<file path="src/rtl/procco_pkg.sv">
// Shared types and constants for the processor's input-conditioning front end.
package procco_pkg;

    // Button debounce FSM states.
    typedef enum logic [1:0] {
        RELEASED     = 2'd0,
        PRESS_PEND   = 2'd1,
        PRESSED      = 2'd2,
        RELEASE_PEND = 2'd3
    } ic_state_t;

    // 10 ms of stable samples at 100 MHz.
    localparam int unsigned DEBOUNCE_CYCLES_DEFAULT = 1_000_000;
    localparam int unsigned SYNC_STAGES_DEFAULT     = 2;

    localparam int unsigned SW_W        = 16;
    localparam int unsigned PRESS_CNT_W = 8;

    // Debounced button level: high while pressed or while a release is being confirmed.
    function automatic logic ic_is_held(input ic_state_t s);
        return (s == PRESSED) || (s == RELEASE_PEND);
    endfunction

endpackage : procco_pkg

</file>
<file path="src/rtl/input_conditioner_if.sv">
// Board-side button/switch inputs and conditioned outputs toward the processor.
interface input_conditioner_if;

    logic                                  btn_raw;
    logic [procco_pkg::SW_W-1:0]           sw_raw;
    logic [procco_pkg::SW_W-1:0]           value;
    logic                                  user_confirm;
    logic                                  held;
    logic [procco_pkg::PRESS_CNT_W-1:0]    press_count;

    // Board / stimulus side.
    modport master (
        output btn_raw,
        output sw_raw,
        input  value,
        input  user_confirm,
        input  held,
        input  press_count
    );

    // Conditioner side.
    modport slave (
        input  btn_raw,
        input  sw_raw,
        output value,
        output user_confirm,
        output held,
        output press_count
    );

endinterface : input_conditioner_if

</file>
<file path="src/rtl/sync_ff.sv">
// Multi-stage flip-flop synchronizer for asynchronous inputs, synchronous reset.
module sync_ff #(
    parameter int unsigned WIDTH  = 1,
    parameter int unsigned STAGES = 2
) (
    input  logic             clk,
    input  logic             reset,
    input  logic [WIDTH-1:0] d,
    output logic [WIDTH-1:0] q
);

    // Fewer than two stages gives no metastability protection, so clamp.
    localparam int unsigned DEPTH = (STAGES < 2) ? 2 : STAGES;

    logic [DEPTH-1:0][WIDTH-1:0] stage_q;
    logic [DEPTH-1:0][WIDTH-1:0] stage_d;

    // Shift the new sample in at stage 0.
    always_comb begin
        stage_d = {stage_q[DEPTH-2:0], d};
    end

    // Synchronizer register chain.
    always_ff @(posedge clk) begin
        if (reset) begin
            stage_q <= '0;
        end else begin
            stage_q <= stage_d;
        end
    end

    assign q = stage_q[DEPTH-1];

endmodule : sync_ff

</file>
<file path="src/rtl/input_conditioner.sv">
// Synchronizes and debounces the confirm button, snapshots the switches on each
// accepted press and emits a single-cycle user_confirm pulse for the processor.
module input_conditioner
    import procco_pkg::*;
#(
    parameter int unsigned DEBOUNCE_CYCLES = DEBOUNCE_CYCLES_DEFAULT,
    parameter int unsigned SYNC_STAGES     = SYNC_STAGES_DEFAULT
) (
    input  logic                 clk,
    input  logic                 reset,
    input_conditioner_if.slave   ic
);

    localparam int unsigned CNT_W = $clog2(DEBOUNCE_CYCLES + 1);
    localparam logic [CNT_W-1:0] CNT_LAST = CNT_W'(DEBOUNCE_CYCLES - 1);

    logic                   btn_sync;
    logic [SW_W-1:0]        sw_sync;

    ic_state_t              state_q, state_d;
    logic [CNT_W-1:0]       cnt_q, cnt_d;
    logic [SW_W-1:0]        value_q, value_d;
    logic                   user_confirm_q, user_confirm_d;
    logic                   held_q, held_d;
    logic [PRESS_CNT_W-1:0] press_count_q, press_count_d;

    sync_ff #(
        .WIDTH  (1),
        .STAGES (SYNC_STAGES)
    ) u_btn_sync (
        .clk   (clk),
        .reset (reset),
        .d     (ic.btn_raw),
        .q     (btn_sync)
    );

    sync_ff #(
        .WIDTH  (SW_W),
        .STAGES (SYNC_STAGES)
    ) u_sw_sync (
        .clk   (clk),
        .reset (reset),
        .d     (ic.sw_raw),
        .q     (sw_sync)
    );

    // Debounce FSM: next state, counter and registered-output next values.
    always_comb begin
        state_d        = state_q;
        cnt_d          = cnt_q;
        value_d        = value_q;
        press_count_d  = press_count_q;
        user_confirm_d = 1'b0;

        unique case (state_q)
            RELEASED: begin
                if (btn_sync) begin
                    state_d = PRESS_PEND;
                    cnt_d   = '0;
                end
            end
            PRESS_PEND: begin
                if (!btn_sync) begin
                    // Bounce: drop back without touching any output.
                    state_d = RELEASED;
                    cnt_d   = '0;
                end else if (cnt_q == CNT_LAST) begin
                    state_d        = PRESSED;
                    cnt_d          = '0;
                    user_confirm_d = 1'b1;
                    value_d        = sw_sync;
                    press_count_d  = press_count_q + PRESS_CNT_W'(1);
                end else begin
                    cnt_d = cnt_q + CNT_W'(1);
                end
            end
            PRESSED: begin
                if (!btn_sync) begin
                    state_d = RELEASE_PEND;
                    cnt_d   = '0;
                end
            end
            RELEASE_PEND: begin
                if (btn_sync) begin
                    // Release glitch: still the same press, no new pulse.
                    state_d = PRESSED;
                    cnt_d   = '0;
                end else if (cnt_q == CNT_LAST) begin
                    state_d = RELEASED;
                    cnt_d   = '0;
                end else begin
                    cnt_d = cnt_q + CNT_W'(1);
                end
            end
            default: begin
                state_d = RELEASED;
                cnt_d   = '0;
            end
        endcase

        held_d = ic_is_held(state_d);
    end

    // State, counter and output registers.
    always_ff @(posedge clk) begin
        if (reset) begin
            state_q        <= RELEASED;
            cnt_q          <= '0;
            value_q        <= '0;
            user_confirm_q <= 1'b0;
            held_q         <= 1'b0;
            press_count_q  <= '0;
        end else begin
            state_q        <= state_d;
            cnt_q          <= cnt_d;
            value_q        <= value_d;
            user_confirm_q <= user_confirm_d;
            held_q         <= held_d;
            press_count_q  <= press_count_d;
        end
    end

    assign ic.value        = value_q;
    assign ic.user_confirm = user_confirm_q;
    assign ic.held         = held_q;
    assign ic.press_count  = press_count_q;

endmodule : input_conditioner

</file>
<file path="src/flat_wrapper.sv">
// flat-port wrapper written by rule: the top's interface ports become plain ports
module input_conditioner_flat import procco_pkg::*;
#(
    parameter int unsigned DEBOUNCE_CYCLES = DEBOUNCE_CYCLES_DEFAULT,
    parameter int unsigned SYNC_STAGES     = SYNC_STAGES_DEFAULT
)
  (clk, reset, ic_btn_raw, ic_sw_raw, ic_value, ic_user_confirm, ic_held, ic_press_count);
  input_conditioner_if ic_i ();
  input  logic clk;
  input  logic reset;
  input wire logic [$bits(ic_i.btn_raw)-1:0] ic_btn_raw;
  input wire logic [$bits(ic_i.sw_raw)-1:0] ic_sw_raw;
  output wire logic [$bits(ic_i.value)-1:0] ic_value;
  output wire logic [$bits(ic_i.user_confirm)-1:0] ic_user_confirm;
  output wire logic [$bits(ic_i.held)-1:0] ic_held;
  output wire logic [$bits(ic_i.press_count)-1:0] ic_press_count;
  assign ic_i.btn_raw = ic_btn_raw;
  assign ic_i.sw_raw = ic_sw_raw;
  assign ic_value = ic_i.value;
  assign ic_user_confirm = ic_i.user_confirm;
  assign ic_held = ic_i.held;
  assign ic_press_count = ic_i.press_count;
  input_conditioner #(.DEBOUNCE_CYCLES(DEBOUNCE_CYCLES), .SYNC_STAGES(SYNC_STAGES)) u_core (.clk(clk), .reset(reset), .ic(ic_i));
endmodule
</file>
<file path="config.mk">
export PLATFORM = sky130hd
export DESIGN_NAME = input_conditioner_flat
export DESIGN_NICKNAME = d
export VERILOG_FILES = /design/src/rtl/procco_pkg.sv /design/src/rtl/input_conditioner_if.sv /design/src/rtl/sync_ff.sv /design/src/rtl/input_conditioner.sv /design/src/flat_wrapper.sv
export SDC_FILE = /design/constraint.sdc
export NUM_CORES = 1
export LEC_CHECK = 0
export ABC_AREA = 1
export BUFFER_PORTS_ARGS = -buffer_cell sky130_fd_sc_hd__buf_2
export CAP_MARGIN = 20
export CORE_MARGIN = 2
export CORE_UTILIZATION = 35
export DETAILED_ROUTE_END_ITERATION = 10
export GPL_TIMING_DRIVEN = 0
export MAX_ROUTING_LAYER = met4
export PLACE_DENSITY = 0.57
export SLEW_MARGIN = 10
export SYNTH_ARGS = -nofsm -noshare
export SYNTH_HDL_FRONTEND = slang
export SYNTH_SLANG_ARGS = --single-unit
</file>
<file path="constraint.sdc">
create_clock -name clk -period 3 [get_ports clk]
set_input_delay 0.3 -clock clk [delete_from_list [all_inputs] [get_ports clk]]
set_output_delay 0.3 -clock clk [all_outputs]
set_load 0.005 [all_outputs]
</file>
==> results of run 1 <==
kinds of logic after synthesis:
family / Yosys count / share of synthesized area
AND/OR/NAND/NOR: 230 / 0.312
AO/OA/AOI/OAI: 33 / 0.0505
flip-flops: 82 / 0.487
buffers and inverters: 87 / 0.107
adder cells (fa/ha/maj): 2 / 0.00742
XOR/XNOR: 14 / 0.0364
routing by layer:
layer  track usage  vias up  share of wire
met2         0.222       49           0.45
met4        0.0513        0          0.018
met5             -        -              0
met3        0.0451       12          0.042
li1              -     1501              -
met1         0.193     1211           0.49
flip-flops by register name (all words and copies together), names as in the netlist:
register and cells:
u_core.ic.user_confirm 1, u_core.u_btn_sync.stage_d 1, u_core.u_sw_sync.stage_d 16, u_core.cnt_q 20
u_core.ic.value 16, u_core.ic.held 1, u_core.u_sw_sync.q 16, u_core.u_btn_sync.q 1
u_core.state_q 2, u_core.ic.press_count 8
layout by cell type, fill, tap and decap left out, drive strengths merged:
cell	count
a21oi	31
and3	1
buf	53
clkbuf	14
clkinv	2
clkinvlp	1
dfxtp	82
ha	2
inv	76
nand2	79
nand3	51
nand3b	1
nand4	8
nor2	84
nor3	3
nor3b	2
nor4	1
o211ai	1
o21bai	1
xnor2	1
xor2	13
stage by stage:
| step | cells | cell area (um^2) | hold slack, ns | setup slack, ns |
|---|---|---|---|---|
| 2_1_floorplan | 448 | 3370 | 0.388 | 1.52 |
| 3_3_place_gp | 620 | 3750 | 0.391 | 1.24 |
| 3_5_place_dp | 620 | 3750 | 0.394 | 1.23 |
| 4_1_cts | 636 | 3940 | 0.115 | 1.20 |
| 5_1_grt | 636 | 3940 | 0.112 | 1.04 |
| 6_report | 636 | 3940 | 0.130 | 1.20 |
critical path: stages (launching register included):
cell     delay [ns]
dfxtp_1        0.39
ha_1           0.21
nand3_1        0.19
nor2_1         0.21
nand3_2        0.16
nand2_2        0.13
nand2_4        0.08
nand2_4        0.09
buf_6          0.15
nor2_1         0.05
area by class of cell:
| type | count | area, um^2 | area share |
|---|---|---|---|
| clock inverter | 7 | 70.1 | 0.0178 |
| timing repair buffer | 43 | 215 | 0.0546 |
| clock buffer | 9 | 124 | 0.0314 |
| buffer | 15 | 90.1 | 0.0229 |
| multi-input combinational | 279 | 1370 | 0.347 |
| sequential | 82 | 1640 | 0.417 |
| tap | 129 | 161 | 0.0410 |
| inverter | 72 | 270 | 0.0686 |
final timing paths:
check	start	to	slack, ns	cells past startpoint
max	u_core.cnt_q[0]	u_core.cnt_q[18]	1.20	9
min	ic_sw_raw[11]	u_core.u_sw_sync.stage_d[27]	0.13	3
max reg2reg	u_core.cnt_q[0]	u_core.cnt_q[18]	1.20	9
min reg2reg	u_core.u_sw_sync.stage_d[20]	u_core.u_sw_sync.q[4]	0.40	2
power groups by stage:
stage	Clock (mW)	Combinational, mW	Sequential [mW]
after floorplan	0	0.0450	1.14
after global placement	0	0.0686	1.14
after detailed placement	0	0.0694	1.14
after CTS	0.805	0.0695	1.12
after global routing	0.853	0.0797	1.12
final	0.776	0.0683	1.12
==> qor.yml, run 1 <==
outcome:
  status: "finished, final reports clean"
worst_setup_path:
  crit_type: "reg -> reg"
  cp-end-kind: "register"
  cp-start-kind: "register"
  path_max_fanout: 10
  arrival_ns: 2.04
  worstPathRequired_ns: 3.25
synth:
  ys_ff_latch: 82
  synth_top_area_share: 0.487
  netlist_area_um2: 3370
  ys.flop_type: "dfxtp_1"
  syn_avg_cell_area_um2: 7.52
  synth_fp_nets: 469
  ys_warn_count: 0
  synthArstFlopShare: 0
  synthDistinctLibCells: 32
  syn_inst: 448
  synth_common_cells: "dfxtp_1 (82), nor2_1 (78), nand2_1 (75), inv_1 (67), nand3_1 (48)"
  synth_seq_area_share: 0.487
  yosysMostFrequentCell: "dfxtp_1"
  synth_top_area_cell: "dfxtp_1"
  synth_edf_count: 0
  synth.area.top_cells: "dfxtp_1 (49%), nor2_1 (8.7%), nand2_1 (8.4%)"
finish:
  utilization: 0.425
  drive_above_1_share: 0.172
  n_fill_cell: 968
  area_growth_pct: 16.9
  num_antenna_cells: 0
  nets: 523
routing:
  remaining_drc_errors: 0
  dr.pass1.iters: 4
  drtAntennaViolNets: 0
  routed_wl_mm: 6.88
  num_vias: 2773
  wire_per_inst_um: 10.8
  vias_per_cell: 4.36
  drt_iter0_drc: 115
placement:
  numPortBuffers: 43
  gp_congestion: 0.865
  hpwl_mm: 5.09
clocking:
  root_buffer: "clkbuf_8"
  cts.sinks: 82
  cts_buffer_depth: 2
  cts_buffers: 9
  holdBufCountCts: 0
  clkLatencyLatePin_ns: 0.36
  cts_tree: "built"
  ctsResizeCount: 0
  htree_levels: 3
  cts_setup_buffers: 0
  clk_pin_slew_ns: 0.10
timing:
  slew_violations: 0
  finalHoldViolCount: 0
  relSlewSlack: 0.658
  rsz0062_at_grt: "no"
  finalSetupTns_ns: 0
  setup_viol: 0
  fmax_mhz: 557
  max_slew.worst_pin.slew_ns: 0.513
  finalCritPeriodShare: 0.599
  skew_ns: 0.0143
  finalCriticalPeriod_ns: 1.80
floorplanning:
  io_pins: 45
  die_w_um: 102
  rows: 35
  die-area_um2: 10400
  start_util: 0.363
  core_area_um2: 9280
  dieHeight_um: 102
power_and_ir_drop:
  p_leak_nw: 1.70
  fin_total_pwr_mw: 1.96
  internal_power_mw: 1.46
  ir_drop_mv: 0.288
  pwr-share-seq: 0.569
  switching_share: 0.257
  p_sw_mw: 0.503
  clock_power_share: 0.396
  powerDensity_nw_per_um2: 497
  pwr-share-comb: 0.035
global_route:
  grt_pass1_wl_mm: 11.8
  antenna_found_initial: 0
  grt_overflow: 0
  grt_max_degree: 18
  track_usage: 0.149
  grt_pass1_vias: 2578
min_path:
  hold_class: "in -> reg"
job:
  drv_cap: 0
No activity file was read; power rests on OpenSTA's default activity.
==> inputs of run 2 (changes only) <==
--- a/config.mk
+++ b/config.mk
@@ -5,7 +5,7 @@
 export SDC_FILE = /design/constraint.sdc
 export NUM_CORES = 1
 export LEC_CHECK = 0
-export ABC_AREA = 1
+export ABC_AREA = 0
 export BUFFER_PORTS_ARGS = -buffer_cell sky130_fd_sc_hd__buf_2
 export CAP_MARGIN = 20
 export CORE_MARGIN = 2
==> constraint.sdc (replaced) <==
create_clock -name clk -period 1.88 [get_ports clk]
set_input_delay 0.188 -clock clk [delete_from_list [all_inputs] [get_ports clk]]
set_output_delay 0.188 -clock clk [all_outputs]
set_load 0.005 [all_outputs]
==> qor.yml, run 2 <==
worst_setup_path:
  cp-end-kind: "register"
  worstPathRequired_ns: 2.12  # -1.13 ns
  cpPeakStageDelay_ns: 0.54  # +0.15 ns
  cpMostUsedCell: "buf_6"
  crit_type: "reg -> reg"
  path_buf_inv: 3  # +2
  cp_top_family: "simple AND/OR/NAND/NOR gates"
  arrival_ns: 2.28  # +0.24 ns
  slowest_stage: "or4b_4"
  path_max_fanout: 6  # -4
  cp-start-kind: "register"
  path_cells: "or4b_4, nor4_4, buf_6, a211oi_4, buf_6, buf_8, mux2_2"
timing:
  finalCritPeriodShare: 1.08  # +0.485
  worst_slack_ns: -0.158  # -1.36 ns
  relSlewSlack: 0.550  # -0.108
  rsz0062_at_grt: "yes"
  setup_viol: 36  # +36
  max_slew.worst_pin.slew_ns: 0.668  # +0.154 ns
  slew_violations: 0  # unchanged
  finalSetupTns_ns: -3.74  # -3.74 ns
  skew_ns: 0.0119  # -0.00246 ns
  finalCriticalPeriod_ns: 2.04  # +0.241 ns
  fmax_mhz: 491  # -12%
  finalHoldViolCount: 0  # unchanged
outcome:
  status: "finished with violations"
  violations: "setup timing"
synth:
  synth_simple_gate_area_share: 0.285  # -0.0271
  netlist_area_um2: 3030  # -10%
  synth_edf_count: 0  # unchanged
  synth_xor_area_frac: 0.0231  # -0.0132
  syn_avg_cell_area_um2: 9.15  # +22%
  synth.area.top_cells: "dfxtp_1 (54%), nor2b_1 (7.0%), nand2_1 (5.8%)"
  synth_top_area_share: 0.542  # +0.0551
  synth_top_area_cell: "dfxtp_1"
  synth-compound-area-share: 0.106  # +0.0553
  ys.flop_type: "dfxtp_1"
  synth_common_cells: "dfxtp_1 (82), nand2_1 (47), a21oi_1 (34), nor2b_1 (34), nor2_1 (20)"
  synth.area.mux_share: 0.0103  # +0.0103
  synth_fp_nets: 352  # -25%
  syn_inst: 331  # -26%
  ys_ff_latch: 82  # unchanged
  synthDistinctLibCells: 40  # +25%
  synth_fa_ha_area_frac: 0.00826  # +0.000841
  synthArstFlopShare: 0  # unchanged
  yosysMostFrequentCell: "dfxtp_1"
  ys_warn_count: 0  # unchanged
  synth_top_family_by_area: "simple AND/OR/NAND/NOR gates"
  synth_seq_area_share: 0.542  # +0.0551
routing:
  wire_per_inst_um: 12.9  # +19%
  dr.pass1.iters: 4  # unchanged
  vias_per_cell: 4.93  # +13%
  num_vias: 2510  # -9.5%
  drtAntennaViolNets: 0  # unchanged
  routed_wl_mm: 6.56  # -4.6%
  remaining_drc_errors: 0  # unchanged
  drt_iter0_drc: 115  # unchanged
global_route:
  grt_max_degree: 16  # -2
  grt_overflow: 0  # unchanged
  antenna_found_initial: 0  # unchanged
  track_usage: 0.150  # +0.00127
  grt_pass1_wl_mm: 11.3  # -4.8%
  grt_pass1_vias: 2437  # -5.5%
floorplanning:
  io_pins: 45  # unchanged
  die-area_um2: 9410  # -9.8%
  start_util: 0.365  # +0.00177
  die_w_um: 97.0  # -5.0%
  core_area_um2: 8300  # -11%
  rows: 33  # -5.7%
  dieHeight_um: 97.0  # -5.0%
clocking:
  clk_pin_slew_ns: 0.09  # about the same
  clkLatencyLatePin_ns: 0.35  # about the same
  cts_tree: "built"
  cts_buffer_depth: 2  # unchanged
  htree_levels: 3  # unchanged
  cts.sinks: 82  # unchanged
  cts_buffers: 9  # unchanged
  root_buffer: "clkbuf_8"
finish:
  final_common_cell: "dfxtp_1"
  num_antenna_cells: 0  # unchanged
  n_fill_cell: 813  # -16%
  final_cell_mix: "dfxtp_1 (78), buf_2 (45), nand2_1 (44)"
  utilization: 0.472  # +0.0472
  nets: 420  # -20%
  top_register: "u_core.cnt_q"
  multi_input_area_um2: 1460  # +6.7%
  area_growth_pct: 29.3
  drive_above_1_share: 0.280  # +0.108
  fin_area_um2: 3920  # -0.67%
  largest_reg_flops: 20  # unchanged
  ff_latch_area_um2: 1650  # +0.61%
placement:
  gp_congestion: 0.870  # +0.61%
  hpwl_mm: 4.33  # -15%
  numPortBuffers: 44  # +2.3%
  place_area_um2: 3420  # -8.8%
job:
  drv_cap: 0  # unchanged
power_and_ir_drop:
  p_leak_nw: 1.48  # -13%
  ir_drop_mv: 0.644  # +120%
  powerDensity_nw_per_um2: 809  # +63%
min_path:
  hold_class: "in -> reg"
[run 2: cell types whose count changed in the layout (fill, tap and decap cells not counted), sizes merged, moves of 8 or more]
cell / before / now
inv: 76 / 5
xor2: 13 / 2
nand2: 79 / 47
nor2b: 0 / 34
o21ai: 0 / 9
nor2: 84 / 20
buf: 53 / 61
nand3: 51 / 19
[run 2: timing repair]
item | in CTS | in global routing
buffers inserted | 10 | 1
resized for setup | 29 | 11
pin swaps | 9 | 1
hold buffers | 0 | 0
endpoints found under the setup margin | 42 | 41
gates cloned | 2 | 1
[run 2: layout make-up]
cell class,count,area share
flip-flops and latches,82,0.422
well taps,105,0.0336
clock inverters,6,0.0189
plain buffers,13,0.0246
clock buffers,10,0.0326
multi-input cells,232,0.373
repair buffers,58,0.0927
inverters,3,0.00288
[run 2: cells by family (layout without fill, tap and decap cells)]
| kind of cell | after synthesis | in the layout |
|---|---|---|
| adders and majority gates | 2 | 2 |
| AOI/OAI and AO/OA | 57 | 57 |
| buffers and inverters | 18 | 90 |
| xor gates and xnor gates | 8 | 8 |
| muxes | 3 | 3 |
| DFF | 82 | 82 |
| and+or+nand+nor | 161 | 162 |
[run 2: path summary, 6_finish.rpt]
path,from,end,slack [ns],depth (start not counted)
hold reg to reg,u_core.u_sw_sync.q[10],u_core.ic.value[10],0.43,2
hold / removal,ic_sw_raw[13],u_core.u_sw_sync.stage_d[29],0.04,2
setup / recovery,u_core.cnt_q[12],u_core.cnt_q[0],-0.16,7
setup reg to reg,u_core.cnt_q[12],u_core.cnt_q[0],-0.16,7
[run 2: worst register-to-register path, delay by kind of cell (launching register included)]
family | cells | cell delay (ns)
flops | 1 | 0.35
compound gates | 1 | 0.07
simple gates | 2 | 0.81
buf+inv | 3 | 0.46
mux | 1 | 0.25
[run 2: metal layers]
layer  up-vias  wire [um]  track usage  share of wire
li1       1281          -            -              -
met1      1174       3010        0.180           0.46
met2        49       3260        0.247           0.50
met3         6        249       0.0419          0.038
met4         0         51       0.0466         0.0078
met5         -          0            -              0
[run 2: per-stage QoR]
step	std cells	hold WS [ns]	setup WS (ns)	power [mW]
6_report	509	0.0397	-0.158	3.17
2_1_floorplan	331	0.316	-0.0183	1.87
5_1_grt	509	0.0356	-0.212	3.32
3_3_place_gp	480	0.396	-0.297	1.91
4_1_cts	507	0.0221	-0.140	3.21
3_5_place_dp	480	0.400	-0.333	1.91
[run 2: report_power, final]
part	switching, mW	leakage (nW)	internal [mW]
sequential	0.00931	0.670	1.77
clock	0.662	0.0950	0.631
combinational	0.0538	0.716	0.0432
total	0.725	1.48	2.44
==> inputs of run 3 (changes only) <==
--- a/config.mk
+++ b/config.mk
@@ -10,10 +10,12 @@
 export CAP_MARGIN = 20
 export CORE_MARGIN = 2
 export CORE_UTILIZATION = 35
+export CTS_BUF_LIST = sky130_fd_sc_hd__clkbuf_16
 export DETAILED_ROUTE_END_ITERATION = 10
 export GPL_TIMING_DRIVEN = 0
 export MAX_ROUTING_LAYER = met4
 export PLACE_DENSITY = 0.57
+export SKIP_CTS_REPAIR_TIMING = 1
 export SLEW_MARGIN = 10
 export SYNTH_ARGS = -nofsm -noshare
 export SYNTH_HDL_FRONTEND = slang
==> qor.yml, run 3 (synthesized netlist as in run 2, its figures left out) <==
clocking:
  clk_pin_slew_ns: 0.07  # -0.02 ns
  htree_levels: 3  # unchanged
  cts_buffer_depth: 2  # unchanged
  cts.sinks: 82  # unchanged
  cts_buffers: 9  # unchanged
  cts_tree: "built"
  root_buffer: "clkbuf_16"
  clkLatencyLatePin_ns: 0.33  # -0.02 ns
floorplanning:
  rows: 33  # unchanged
  die_w_um: 97.0  # unchanged
  die-area_um2: 9410  # unchanged
  dieHeight_um: 97.0  # unchanged
  core_area_um2: 8300  # unchanged
  io_pins: 45  # unchanged
  start_util: 0.365  # unchanged
timing:
  setup_viol: 41  # +14%
  rsz0062_at_grt: "yes"
  finalSetupTns_ns: -5.11  # -1.37 ns
  relSlewSlack: 0.255  # -0.295
  slew_violations: 0  # unchanged
  max_slew.worst_pin.slew_ns: 1.11  # +0.441 ns
  worst_slack_ns: -0.205  # -0.0477 ns
  finalHoldViolCount: 0  # unchanged
  finalCriticalPeriod_ns: 2.09  # +0.0477 ns
  skew_ns: 0.00824  # -0.00362 ns
  fmax_mhz: 480  # -2.3%
  finalCritPeriodShare: 1.11  # +0.0254
min_path:
  hold_class: "in -> reg"
worst_setup_path:
  slowest_stage: "or4b_4"
  cp-end-kind: "register"
  worstPathRequired_ns: 2.09  # -0.03 ns
  cp-start-kind: "register"
  path_cells: "or4b_4, nor4_4, buf_4, buf_6, a211oi_4, buf_6, mux2_2"
  cpPeakStageDelay_ns: 0.55  # about the same
  cpMostUsedCell: "buf_6"
  arrival_ns: 2.30  # +0.02 ns
  crit_type: "reg -> reg"
  path_max_fanout: 6  # unchanged
job:
  drv_cap: 0  # unchanged
power_and_ir_drop:
  ir_drop_mv: 0.607  # -5.7%
  p_leak_nw: 1.57  # +6.0%
  fin_total_pwr_mw: 3.65  # +15%
  powerDensity_nw_per_um2: 899  # +11%
routing:
  drtAntennaViolNets: 0  # unchanged
  remaining_drc_errors: 0  # unchanged
  wire_per_inst_um: 13.3  # +2.7%
  num_vias: 2516  # +0.24%
  drt_iter0_drc: 168  # +46%
  routed_wl_mm: 6.72  # +2.3%
  dr.pass1.iters: 4  # unchanged
  vias_per_cell: 4.96  # +0.63%
finish:
  nets: 418  # -0.48%
  final_common_cell: "dfxtp_1"
  drive_above_1_share: 0.318  # +0.0387
  final_cell_mix: "dfxtp_1 (79), buf_2 (46), nand2_1 (36)"
  n_fill_cell: 777  # -4.4%
  fin_area_um2: 4060  # +3.7%
  top_register: "u_core.cnt_q"
  area_growth_pct: 34.0
  num_antenna_cells: 0  # unchanged
  largest_reg_flops: 20  # unchanged
  utilization: 0.489  # +0.0173
  final_cells: 507  # -0.39%
placement:
  place_area_um2: 3420  # unchanged
  gp_congestion: 0.870  # unchanged
  numPortBuffers: 44  # unchanged
  dp_cells: 480  # unchanged
  hpwl_mm: 4.33  # unchanged
global_route:
  grt_pass1_wl_mm: 10.9  # -3.7%
  grt_pass1_vias: 2394  # -1.8%
  antenna_found_initial: 0  # unchanged
  grt_max_degree: 16  # unchanged
  track_usage: 0.144  # -0.00610
  grt_overflow: 0  # unchanged
outcome:
  violations: "setup timing"
  status: "finished with violations"
run 3: metal layers:
metal  vias up  track usage  share of wire
met5         -            -              0
met4         0       0.0596          0.011
met3         7       0.0361          0.035
met2        48        0.230           0.49
met1      1188        0.175           0.47
li1       1273            -              -
run 3: stage by stage:
stage	worst slack (ns)	hold slack, ns
after detailed placement	-0.333	0.400
after global placement	-0.297	0.396
after floorplan	-0.0183	0.316
final	-0.205	0.0585
after global routing	-0.225	0.0734
after CTS	-0.348	0.0508
run 3: final timing paths:
kind	startpoint	to	slack (ns)	cells past startpoint
worst min register to register	u_core.u_sw_sync.q[10]	u_core.ic.value[10]	0.43	2
worst max register to register	u_core.cnt_q[12]	u_core.cnt_q[0]	-0.21	7
worst min-delay path	ic_sw_raw[13]	u_core.u_sw_sync.stage_d[29]	0.06	2
worst max-delay path	u_core.cnt_q[12]	u_core.cnt_q[0]	-0.21	7
run 3: cell type report:
cell class | instances | area (um^2) | area share
tap | 105 | 131 | 0.0324
timing repair buffer | 56 | 344 | 0.0848
sequential | 82 | 1650 | 0.406
clock buffer | 9 | 225 | 0.0555
buffer | 13 | 92.6 | 0.0228
multi-input combinational | 232 | 1530 | 0.377
clock inverter | 7 | 77.6 | 0.0191
inverter | 3 | 11.3 | 0.00277
run 3: worst max-delay path: cells and delay by family (launching register included):
family / cells / cell delay [ns]
and+or+nand+nor: 2 / 0.81
buffers and inverters: 3 / 0.47
DFF: 1 / 0.35
muxes: 1 / 0.26
AOI/OAI and AO/OA: 1 / 0.08
run 3: power breakdown:
group	total, mW	internal, mW	switching [mW]	leakage (nW)
combinational	0.0965	0.0413	0.0552	0.755
sequential	1.78	1.77	0.0120	0.670
clock	1.77	1.04	0.730	0.145
total	3.65	2.85	0.798	1.57
